[src/rtl/mem_sync_arbiter.sv]
// Round-robin arbiter serialising per-bank row-cache sync requests onto one
// valid/ready transfer port, returning a one-cycle completion pulse per bank.
module mem_sync_arbiter #(
   parameter int unsigned BGWIDTH   = 2,
   parameter int unsigned BAWIDTH   = 2,
   parameter int unsigned CHWIDTH   = 6,
   parameter int unsigned ADDRWIDTH = 17,
   localparam int unsigned BW       = BGWIDTH + BAWIDTH,
   localparam int unsigned NB       = 2 ** BW
) (
   input  logic                    clk,
   input  logic                    reset_n,
   input  logic [NB-1:0]           sync,
   input  logic [NB-1:0]           sync_wr,
   input  logic [NB*ADDRWIDTH-1:0] row_id,
   input  logic [NB*CHWIDTH-1:0]   crow_id,
   output logic                    xfer_valid,
   input  logic                    xfer_ready,
   output logic                    xfer_wr,
   output logic [ADDRWIDTH-1:0]    xfer_row,
   output logic [CHWIDTH-1:0]      xfer_crow,
   output logic [BW-1:0]           xfer_bank,
   input  logic                    xfer_done,
   output logic [NB-1:0]           bank_done,
   output logic [NB-1:0]           pending,
   output logic                    busy,
   output logic                    err_dup
);

   typedef enum logic [1:0] {S_IDLE, S_ISSUE, S_WAIT, S_DONE} state_t;

   typedef struct packed {
      logic                 wr;
      logic [ADDRWIDTH-1:0] row;
      logic [CHWIDTH-1:0]   crow;
   } slot_t;

   state_t                state_q, state_d;
   slot_t [NB-1:0]        slot_q, slot_d;
   logic  [NB-1:0]        pending_q, pending_d;
   logic  [NB-1:0]        bank_done_q, bank_done_d;
   logic  [BW-1:0]        ptr_q, ptr_d;
   logic  [BW-1:0]        sel_q, sel_d;
   logic                  xfer_valid_q, xfer_valid_d;
   logic                  xfer_wr_q, xfer_wr_d;
   logic  [ADDRWIDTH-1:0] xfer_row_q, xfer_row_d;
   logic  [CHWIDTH-1:0]   xfer_crow_q, xfer_crow_d;
   logic                  busy_q, busy_d;
   logic                  err_dup_q, err_dup_d;

   logic                  found;
   logic  [BW-1:0]        pick;
   logic  [BW-1:0]        idx;
   logic  [NB-1:0]        clr;

   // First pending bank at or after the pointer; BW-bit add wraps modulo NB.
   always_comb begin
      found = 1'b0;
      pick  = ptr_q;
      idx   = ptr_q;
      for (int k = 0; k < NB; k++) begin
         idx = ptr_q + BW'(k);
         if (!found && pending_q[idx]) begin
            found = 1'b1;
            pick  = idx;
         end
      end
   end

   always_comb begin
      state_d     = state_q;
      slot_d      = slot_q;
      pending_d   = pending_q;
      ptr_d       = ptr_q;
      sel_d       = sel_q;
      xfer_wr_d   = xfer_wr_q;
      xfer_row_d  = xfer_row_q;
      xfer_crow_d = xfer_crow_q;
      err_dup_d   = err_dup_q;
      clr         = '0;

      case (state_q)
         S_IDLE: begin
            if (found) begin
               state_d     = S_ISSUE;
               sel_d       = pick;
               xfer_wr_d   = slot_q[pick].wr;
               xfer_row_d  = slot_q[pick].row;
               xfer_crow_d = slot_q[pick].crow;
            end
         end
         S_ISSUE: begin
            if (xfer_ready) state_d = S_WAIT;
         end
         S_WAIT: begin
            if (xfer_done) state_d = S_DONE;
         end
         S_DONE: begin
            clr[sel_q] = 1'b1;
            ptr_d      = sel_q + BW'(1);
            state_d    = S_IDLE;
         end
         default: state_d = S_IDLE;
      endcase

      pending_d = pending_q & ~clr;

      // A bank being retired this cycle may immediately re-request.
      for (int i = 0; i < NB; i++) begin
         if (sync[i]) begin
            if (pending_q[i] && !clr[i]) begin
               err_dup_d = 1'b1;
            end else begin
               pending_d[i]   = 1'b1;
               slot_d[i].wr   = sync_wr[i];
               slot_d[i].row  = row_id[i*ADDRWIDTH +: ADDRWIDTH];
               slot_d[i].crow = crow_id[i*CHWIDTH +: CHWIDTH];
            end
         end
      end

      xfer_valid_d = (state_d == S_ISSUE);
      busy_d       = (state_d != S_IDLE);
      bank_done_d  = '0;
      if (state_d == S_DONE) bank_done_d[sel_d] = 1'b1;
   end

   always_ff @(posedge clk or negedge reset_n) begin
      if (!reset_n) begin
         state_q      <= S_IDLE;
         slot_q       <= '0;
         pending_q    <= '0;
         bank_done_q  <= '0;
         ptr_q        <= '0;
         sel_q        <= '0;
         xfer_valid_q <= 1'b0;
         xfer_wr_q    <= 1'b0;
         xfer_row_q   <= '0;
         xfer_crow_q  <= '0;
         busy_q       <= 1'b0;
         err_dup_q    <= 1'b0;
      end else begin
         state_q      <= state_d;
         slot_q       <= slot_d;
         pending_q    <= pending_d;
         bank_done_q  <= bank_done_d;
         ptr_q        <= ptr_d;
         sel_q        <= sel_d;
         xfer_valid_q <= xfer_valid_d;
         xfer_wr_q    <= xfer_wr_d;
         xfer_row_q   <= xfer_row_d;
         xfer_crow_q  <= xfer_crow_d;
         busy_q       <= busy_d;
         err_dup_q    <= err_dup_d;
      end
   end

   assign xfer_valid = xfer_valid_q;
   assign xfer_wr    = xfer_wr_q;
   assign xfer_row   = xfer_row_q;
   assign xfer_crow  = xfer_crow_q;
   assign xfer_bank  = sel_q;
   assign bank_done  = bank_done_q;
   assign pending    = pending_q;
   assign busy       = busy_q;
   assign err_dup    = err_dup_q;

endmodule

[config.mk]
export PLATFORM = sky130hd
export DESIGN_NAME = mem_sync_arbiter
export DESIGN_NICKNAME = d
export VERILOG_FILES = /design/src/rtl/mem_sync_arbiter.sv
export SDC_FILE = /design/constraint.sdc
export NUM_CORES = 1
export LEC_CHECK = 0
export ABC_CLOCK_PERIOD_IN_PS = 5500
export CAP_MARGIN = 20
export CORE_ASPECT_RATIO = 2
export CORE_MARGIN = 10
export CORE_UTILIZATION = 58
export CTS_CLUSTER_DIAMETER = 60
export CTS_CLUSTER_SIZE = 30
export DETAILED_ROUTE_END_ITERATION = 8
export DONT_BUFFER_PORTS = 1
export HOLD_SLACK_MARGIN = 0.12
export PLACE_DENSITY = 0.76
export SYNTH_ARGS = -nofsm -noshare
export SYNTH_HDL_FRONTEND = slang
export SYNTH_SLANG_ARGS = --single-unit
[constraint.sdc]
create_clock -name clk -period 5.5 [get_ports clk]
set_clock_uncertainty 0.05 [all_clocks]
set_input_delay 1.1 -clock clk [delete_from_list [all_inputs] [get_ports clk]]
set_output_delay 1.1 -clock clk [all_outputs]
set_load 0.02 [all_outputs]
# Yosys cells after proc, flatten, opt, wreduce, memory -nomap -nowiden
# Index checks and enable logic that the tools add are counted.
[word_totals]
in_bits = 404
word_cells = 343
register_bits = 453
out_inout_bits = 63
[op_classes]
n_mux = 141
add_sub_neg = 16
bitwise = 18
order_cmp = 21
reduce_logical = 83
n_eq_ne = 5
[op_table]
columns = ["cell", "n"]
rows = [
  ["two-way mux 1 bit", 98],
  ["binary-select mux 24 bit (select 4 bit)", 1],
  ["< comparator 4 x 5 -> 1 bit, second input constant", 19],
  ["two-way mux 4 bit", 17],
  ["binary-select mux 1 bit (select 4 bit)", 16],
  ["AND reduction 2 bit", 17],
  ["logical AND 1 bit", 33],
  ["adder 4 bit, second input constant", 8],
  ["two-way mux 16 bit", 2],
  ["logical NOT 1 bit", 31],
  ["two-way mux 24 bit", 1],
  ["adder 4 x 3 -> 4 bit, second input constant", 4],
  ["bitwise AND 16 bit", 1],
  ["inverter 1 bit", 16],
  ["inverter 16 bit", 1],
  ["adder 4 x 1 -> 4 bit, second input constant", 2],
  ["adder 4 x 2 -> 4 bit, second input constant", 2],
  ["demux 1 bit (select 4 bit)", 2],
  ["greater-or-equal comparator 4 x 1 -> 1 bit, second input constant", 2],
  ["one-hot mux 2 bit (4 select lines)", 1],
  ["== test 2 bit, second input constant", 3],
  ["two-way mux 2 bit", 3],
  ["== test 2 x 1 -> 1 bit, second input constant", 2],
  ["logical NOT 2 bit", 1],
  ["nonzero test 2 bit", 1],
]

# Logic depth before layout (Yosys ltp)
# Gate-level depths: netlist (run 1).
[logic_depth]
ltp_word = 55
ltp_mapped = 22
mapped_depth_nobuf = 14

# Least setup slack after synthesis (run 1)
# No wires, ideal clock.
[synth_timing]
path_type = "register to register"
startpoint = "reg ptr_q[1]"
endpoint = "reg xfer_row_q[10] (netlist: xfer_row[10])"
path_stages_with_launch = 20
t_required_ps = 5321
path_buffers = 6
slack_ps = -57
setup_time_ps = 129
arrival_ps = 5378
synth_period_minus_slack_ps = 5557
cell_sequence = "dfrtp_1 -> buf_2 -> buf_2 -> clkbuf_1 -> inv_1 -> ha_1 -> buf_2 -> mux4_2 -> mux2_2 -> mux2_4 -> nor4b_4 -> nand3b_4 -> a211o_1 -> nand4b_1 -> xnor2_2 -> buf_6 -> clkbuf_1 -> mux2i_1 -> o221ai_2 -> o41a_1"
[synth_between]
elab_chain_cells = 50
word_cells_on_any_way = 111
classes_between = "add/sub (15); mux (65); reduce/logical (31)"
[synth_rtl]
columns = ["element", "line_no", "rtl"]
rows = [
  ["start: declaration", "42", "logic [BW-1:0] ptr_q, ptr_d;"],
  ["start signal: assignment", "147", "ptr_q <= ptr_d;"],
  ["branches (longest 50 deep; another with adder 4 x 1 -> 4 bit)", "--", ""],
  ["end signal: assignment", "151", "xfer_row_q <= xfer_row_d;"],
  ["end: declaration", "46", "logic [ADDRWIDTH-1:0] xfer_row_q, xfer_row_d;"],
]
# Parallel ways; which one is timed is not known. The select of a mux whose other input is x is not followed.
# A chain may end at the register's enable or synchronous reset.

# Worst setup path after layout (run 1)
[layout_timing]
startpoint = "reg ptr_q[1]"
endpoint = "reg xfer_crow_q[4] (netlist: xfer_crow[4])"
[layout_between]
elab_chain_cells = 50
word_cells_on_any_way = 111
classes_between = "add/sub (15); mux (65); reduce/logical (31)"
[layout_rtl]
columns = ["element", "line_no", "rtl"]
rows = [
  ["branches (longest 50 deep; another with adder 4 x 1 -> 4 bit)", "--", ""],
  ["end signal: assignment", "152", "xfer_crow_q <= xfer_crow_d;"],
  ["end: declaration", "47", "logic [CHWIDTH-1:0] xfer_crow_q, xfer_crow_d;"],
]
# Parallel ways; which one is timed is not known. The select of a mux whose other input is x is not followed.

==> results.cfg, run 1 <==
[sta]
tightest_slew_ns = 1.66
tns_ns = 0
fin_hold_ws_ns = 0.168
fin_crit_ns = 5.25
final-setup-viol-count = 0
final_max_slew_viol_count = 166
rsz0062_at_grt = no
hold_viol = 0
fmax_mhz = 191
period_share = 0.954
finalWorstSetupSlack_ns = 0.254
relSlewSlack = -0.104

[route]
dr.pass1.iters = 5
drc = 0
routed_wl_mm = 71.9
drtAntennaViolNets = 0
wl_per_cell_um = 32.1
num_vias = 14600
routed_via_density = 6.51
drtIter0Drc = 919

[clock_network]
cts.sinks = 453
cts_setup_buffers = 0
holdBufCountCts = 0
cts_tree = done
clk_latency_ns = 0.57
htreeDepth = 1
numCtsBuffers = 22
cts_resized = 0
cts_root_buf = clkbuf_16
clk_pin_slew_ns = 0.11
clockBufferDepth = 3

[placed_design]
gp_congestion = 1.03
dp_hpwl_mm = 56.9
placed_cells = 2162
port_buffers = 0
pre_cts_ws_ns = 0.297

[logic_synthesis]
avgSynthCellArea_um2 = 13.3
yosysWarnings = 0
synth_async_sr_flop_share = 1.00
synth_nets = 2097
synth_area_leaders = dfrtp_1 51%, mux2_2 20%, mux2i_1 9.6%, mux4_2 2.5%, o22ai_1 1.5%
synth-edff-count = 0
synth-seq-cells = 453
synth_top_area_frac = 0.507
synthCells = 1682
synth_ff_type = dfrtp_1
synth_cell_type_count = 76
synth_top_area_cell = dfrtp_1
syn_area_mm2 = 0.0224
yosysSeqAreaShare = 0.507

[worst_setup_path]
crit_path_start_kind = register
cp_slowest_cell = mux4_2
crit_fanout = 29
crit_required_ns = 5.91
end_kind = register
crit_arrival_ns = 5.65
cpMostUsedCell = buf_12
cp-startpoint = ptr_q[1]
cp_num_buf_inv = 3
path_cells = inv_1 > ha_1 > mux4_2 > mux2_2 > mux2_4 > nor4b_4 > nand3b_4 > a211o_1 > nand4b_1 > xnor2_4 > buf_12 > buf_12 > mux2i_1 > o22a_2 > o221ai_2 > o41a_1
r2r-start = ptr_q[1]
critical_path_class = reg -> reg
cpPeakStageDelay_ns = 0.60
crit_family = multiplexers

[die]
dieArea_mm2 = 0.0473
core_area_mm2 = 0.0380
fp.dieH_um = 298
start_util = 0.588
row_count = 101
die_width_um = 159
ios = 467

[global_routing]
grt_pass1_wl_mm = 103
use_met1 = 0.281
grt_overflow = 0
grtUsageMet2 = 0.534
antenna_found_initial = 53
globalRoute.busiestLayer = met2
grt_pass1_vias = 15600
met3_usage = 0.0771
grt_start_max_net_pins = 454
grt_usage = 0.290

[flow_run]
cap_viol_max_count = 0

[pwr]
power.leakage_nw = 11.0
powerDensity_mw_per_mm2 = 538
ir_worst_vdd_mv = 0.440

[finish]
drive_gt1_frac = 0.347
area_delta_synth_final_pct = 7.31
fin_nets = 2086
layout_common_cells = 453 x dfrtp_1, 400 x mux2_2, 214 x mux2i_1, 79 x nand2_1, 53 x o22ai_1
fin_cells = 2238
layout.cells.most_common = dfrtp_1
utilization = 0.631

[status]
status = finished, violations left
failed_checks = slew limit

[min_path]
hold_path.class = in -> async
final timing paths:
path	slack (ns)	end	cells past startpoint
hold / removal	0.17	slot_q[282]	0
max in group asynchronous	3.91	bank_done[15]	0
min in group clk	0.46	slot_q[191]	1
setup reg to reg	0.25	xfer_crow[4]	16
hold reg to reg	0.46	slot_q[191]	1
setup / recovery	0.25	xfer_crow[4]	16
cells by family (layout without fill, tap and decap cells):
family | after synthesis | after routing | synth area share
fa+ha+maj | 11 | 11 | 0.00615
simple gates | 237 | 237 | 0.0523
compound gates | 212 | 212 | 0.0806
buf+inv | 112 | 109 | 0.0224
other cells | 0 | 44 | 0
xor+xnor | 14 | 14 | 0.00615
mux | 643 | 643 | 0.326
flops | 453 | 453 | 0.507
layout make-up:
class / count / area [µm²]
Fill cell: 2908 / 14000
Sequential cell: 453 / 11300
Multi-Input combinational cell: 1117 / 10600
Tap cell: 515 / 644
Timing Repair Buffer: 60 / 588
Clock buffer: 23 / 576
Clock inverter: 9 / 131
Antenna cell: 44 / 110
Inverter: 17 / 63.8
where the power goes:
part | switching [mW] | internal, mW | total (mW)
registers | 0.894 | 4.44 | 5.34
clock network | 1.13 | 0.810 | 1.94
logic | 2.89 | 2.75 | 5.64
total | 4.92 | 8.00 | 12.9
cells in the mapped netlist (all sizes together), types with 5 or more instances:
library cell	instances
o22a	24
mux4	26
clkbuf	45
xnor2	12
o21ai	16
mux2i	216
a21boi	5
o41a	24
o22ai	53
mux2	401
or2	6
nand3	19
buf	50
ha	11
inv	16
nor2	47
nor3	11
nand2b	47
nand2	86
a21oi	22
o221ai	30
dfrtp	453
registers in the layout (all words and copies together), names as in the netlist, 2 cells and up:
name,count
slot_q,384
xfer_row,17
bank_done,16
pending,16
xfer_crow,6
ptr_q,4
xfer_bank,4
state_q,2
per-stage QoR:
| stage | instance area, µm² | total power, mW |
|---|---|---|
| 6_report | 24000 | 12.9 |
| 4_1_cts | 23900 | 12.9 |
| 3_3_place_gp | 23200 | 10.8 |
| 5_1_grt | 24000 | 13.5 |
| 3_5_place_dp | 23200 | 11.0 |
| 2_1_floorplan | 22400 | 9.23 |
worst register-to-register path, delay by kind of cell, from the launching register on:
family	cells	cell delay, ns
xor gates and xnor gates	1	0.18
and+or+nand+nor	3	0.77
buffers and inverters	3	0.65
DFF	1	0.37
AOI/OAI and AO/OA	4	0.98
muxes	4	1.59
adders and majority gates	1	0.56
layer usage:
metal  wire length, µm  vias to the layer above
li1                  -                     6248
met1             23400                     7495
met2             39100                      606
met3              5060                      200
met4              4210                       20
met5               123                        -
(Power assumes the default switching activity.)
==> run 2: changes to the inputs <==
Settings changed: SKIP_CTS_REPAIR_TIMING set to 1.
==> results of run 2 <==
The final DEF is identical to that of run 1; final timing and power are the same.
==> RTL change, RTL diff (flow settings as in run 1) <==
Register the output `err_dup` once more, with the module's reset; this adds one clock of latency there. The other outputs are not delayed to match.
--- a/src/rtl/mem_sync_arbiter.sv
+++ b/src/rtl/mem_sync_arbiter.sv
@@ -165,3 +165,9 @@
    assign busy       = busy_q;
-   assign err_dup    = err_dup_q;
+   always_ff @(posedge clk or negedge reset_n) begin
+      if (!reset_n) begin
+         err_dup <= '0;
+      end else begin
+         err_dup <= err_dup_q;
+      end
+   end
 
Behaviour: not the same (Yosys sat finds a counterexample within 4 cycles, from zero or initial values and one cycle with reset_n low).
==> RTL change against run 1 <==
Critical path depth is the same. Routed wire length grew 13%. Setup slack lost 0.028 ns. Design area grew 3.0%. Sequential cell count grew 1. Total power grew 11%. Combinational power grew 19%. Synthesized area grew 1.9%. Critical endpoint is now xfer_row[16]. Largest power group unchanged. Highest routed layer unchanged.
==> RTL change: results (changes against run 1) <==
synthesis:
  post_synthesis_compound_gate_area_fraction_pct: 6.39  # was 8.06%
  post_synth_xor_area_fraction_pct: 0.609  # was 0.615%
  synth-seq-area-share_pct: 49.8  # was 50.7%
  netlist_instances: 1766  # was 1682
  synth.lib_cells_used.distinct: 69  # was 76
worst_setup_path:
  cpLargestDelayFamily: "compound AO/OA/AOI/OAI gates"  # was multiplexers
  reg2reg_from: "ptr_q[0]"  # was ptr_q[1]
  setup_slack_of_the_most_critical_reg_to_reg_path_ns: 0.23  # was 0.25 ns
layout:
  final_layout_size_suffix_gt1_share_pct: 32.5  # was 34.7%
  fin_nets: 2199  # was 2086
  nNonClkBuffers: 100  # was 60
  nFillCells: 3021  # was 2908
  area_growth_syn_to_layout_pct: 8.52  # was 7.31%
  num-clock-buffers: 24  # was 23
  clockNetworkAreaShare_pct: 3.12  # was 2.94%
  multi_input_area_share_pct: 44.0  # about the same
  bufAreaShareNonClock_pct: 3.70  # was 2.45%
  layout.area.seq_sq_um: 11400  # was 11300 sq um
  layout.non_clock_inverters: 16  # was 17
timing:
  worst-slew-pin-transition_ns: 1.25  # was 1.66 ns
  fmaxAchievable_ghz: 0.190  # was 0.191 GHz
  finalHoldWorstSlack_ns: 0.163  # was 0.168 ns
placement:
  placedCellCount: 2277  # was 2162
  dp.final_hpwl_microns: 63800  # was 56900 microns
  postPlaceCellArea_sq_um: 23800  # was 23200 sq um
  worst_slack_placed_ns: 0.192  # was 0.297 ns
  gp_congestion: 1.08  # was 1.03
route:
  average_detailed_routed_wire_length_per_instance_microns: 34.7  # was 32.1 microns
  route.vias.total: 15400  # was 14600
  drt_first_iter_violations: 1235  # was 919
  routed_via_density: 6.56  # was 6.51
pwr:
  power_frac_seq_pct: 39.0  # was 41.3%
  netSwitchingFraction_pct: 41.1  # was 38.1%
  switching_power_mw: 5.91  # was 4.92 mW
  power_leakage_nw: 11.5  # was 11.0 nW
global_route:
  grt_max_degree: 455  # was 454
  grt_pass1_vias: 16500  # was 15600
  first_pass_grt_wire_length_microns: 115000  # was 103000 microns
  grt_antenna_before_repair: 46  # was 53
clocking:
  clock_insertion_delay_worst_skew_ns: 0.59  # was 0.57 ns
outcome:
  run_status: "completed"  # was complete, but fails checks
RTL change: cell types whose count changed after synthesis, moves of 24 or more:
cell,run 1,this run
sky130_fd_sc_hd__o41a_1,24,0
sky130_fd_sc_hd__nand3_1,19,43
sky130_fd_sc_hd__a22oi_1,1,51
sky130_fd_sc_hd__mux2i_1,214,255
sky130_fd_sc_hd__a211oi_1,1,29
sky130_fd_sc_hd__o22ai_1,53,6
sky130_fd_sc_hd__nand2b_1,47,20
RTL change: layer usage:
metal  routed length (microns)  vias to the layer above  global-route usage (%)  part of all wire (%)
li1                          -                     6571                       -                     -
met1                     25300                     7908                    30.6                    31
met2                     43400                      713                    59.5                    53
met3                      6420                      230                    9.38                   7.9
met4                      6410                       24                    23.5                   7.9
met5                       157                        -                       0                  0.19
RTL change: what timing repair did:
item | in CTS | in global routing
endpoints found under the setup margin | 0 | 6
resized for setup | 0 | 2
endpoints found under the hold margin | 0 | 0
buffers inserted | 0 | 2
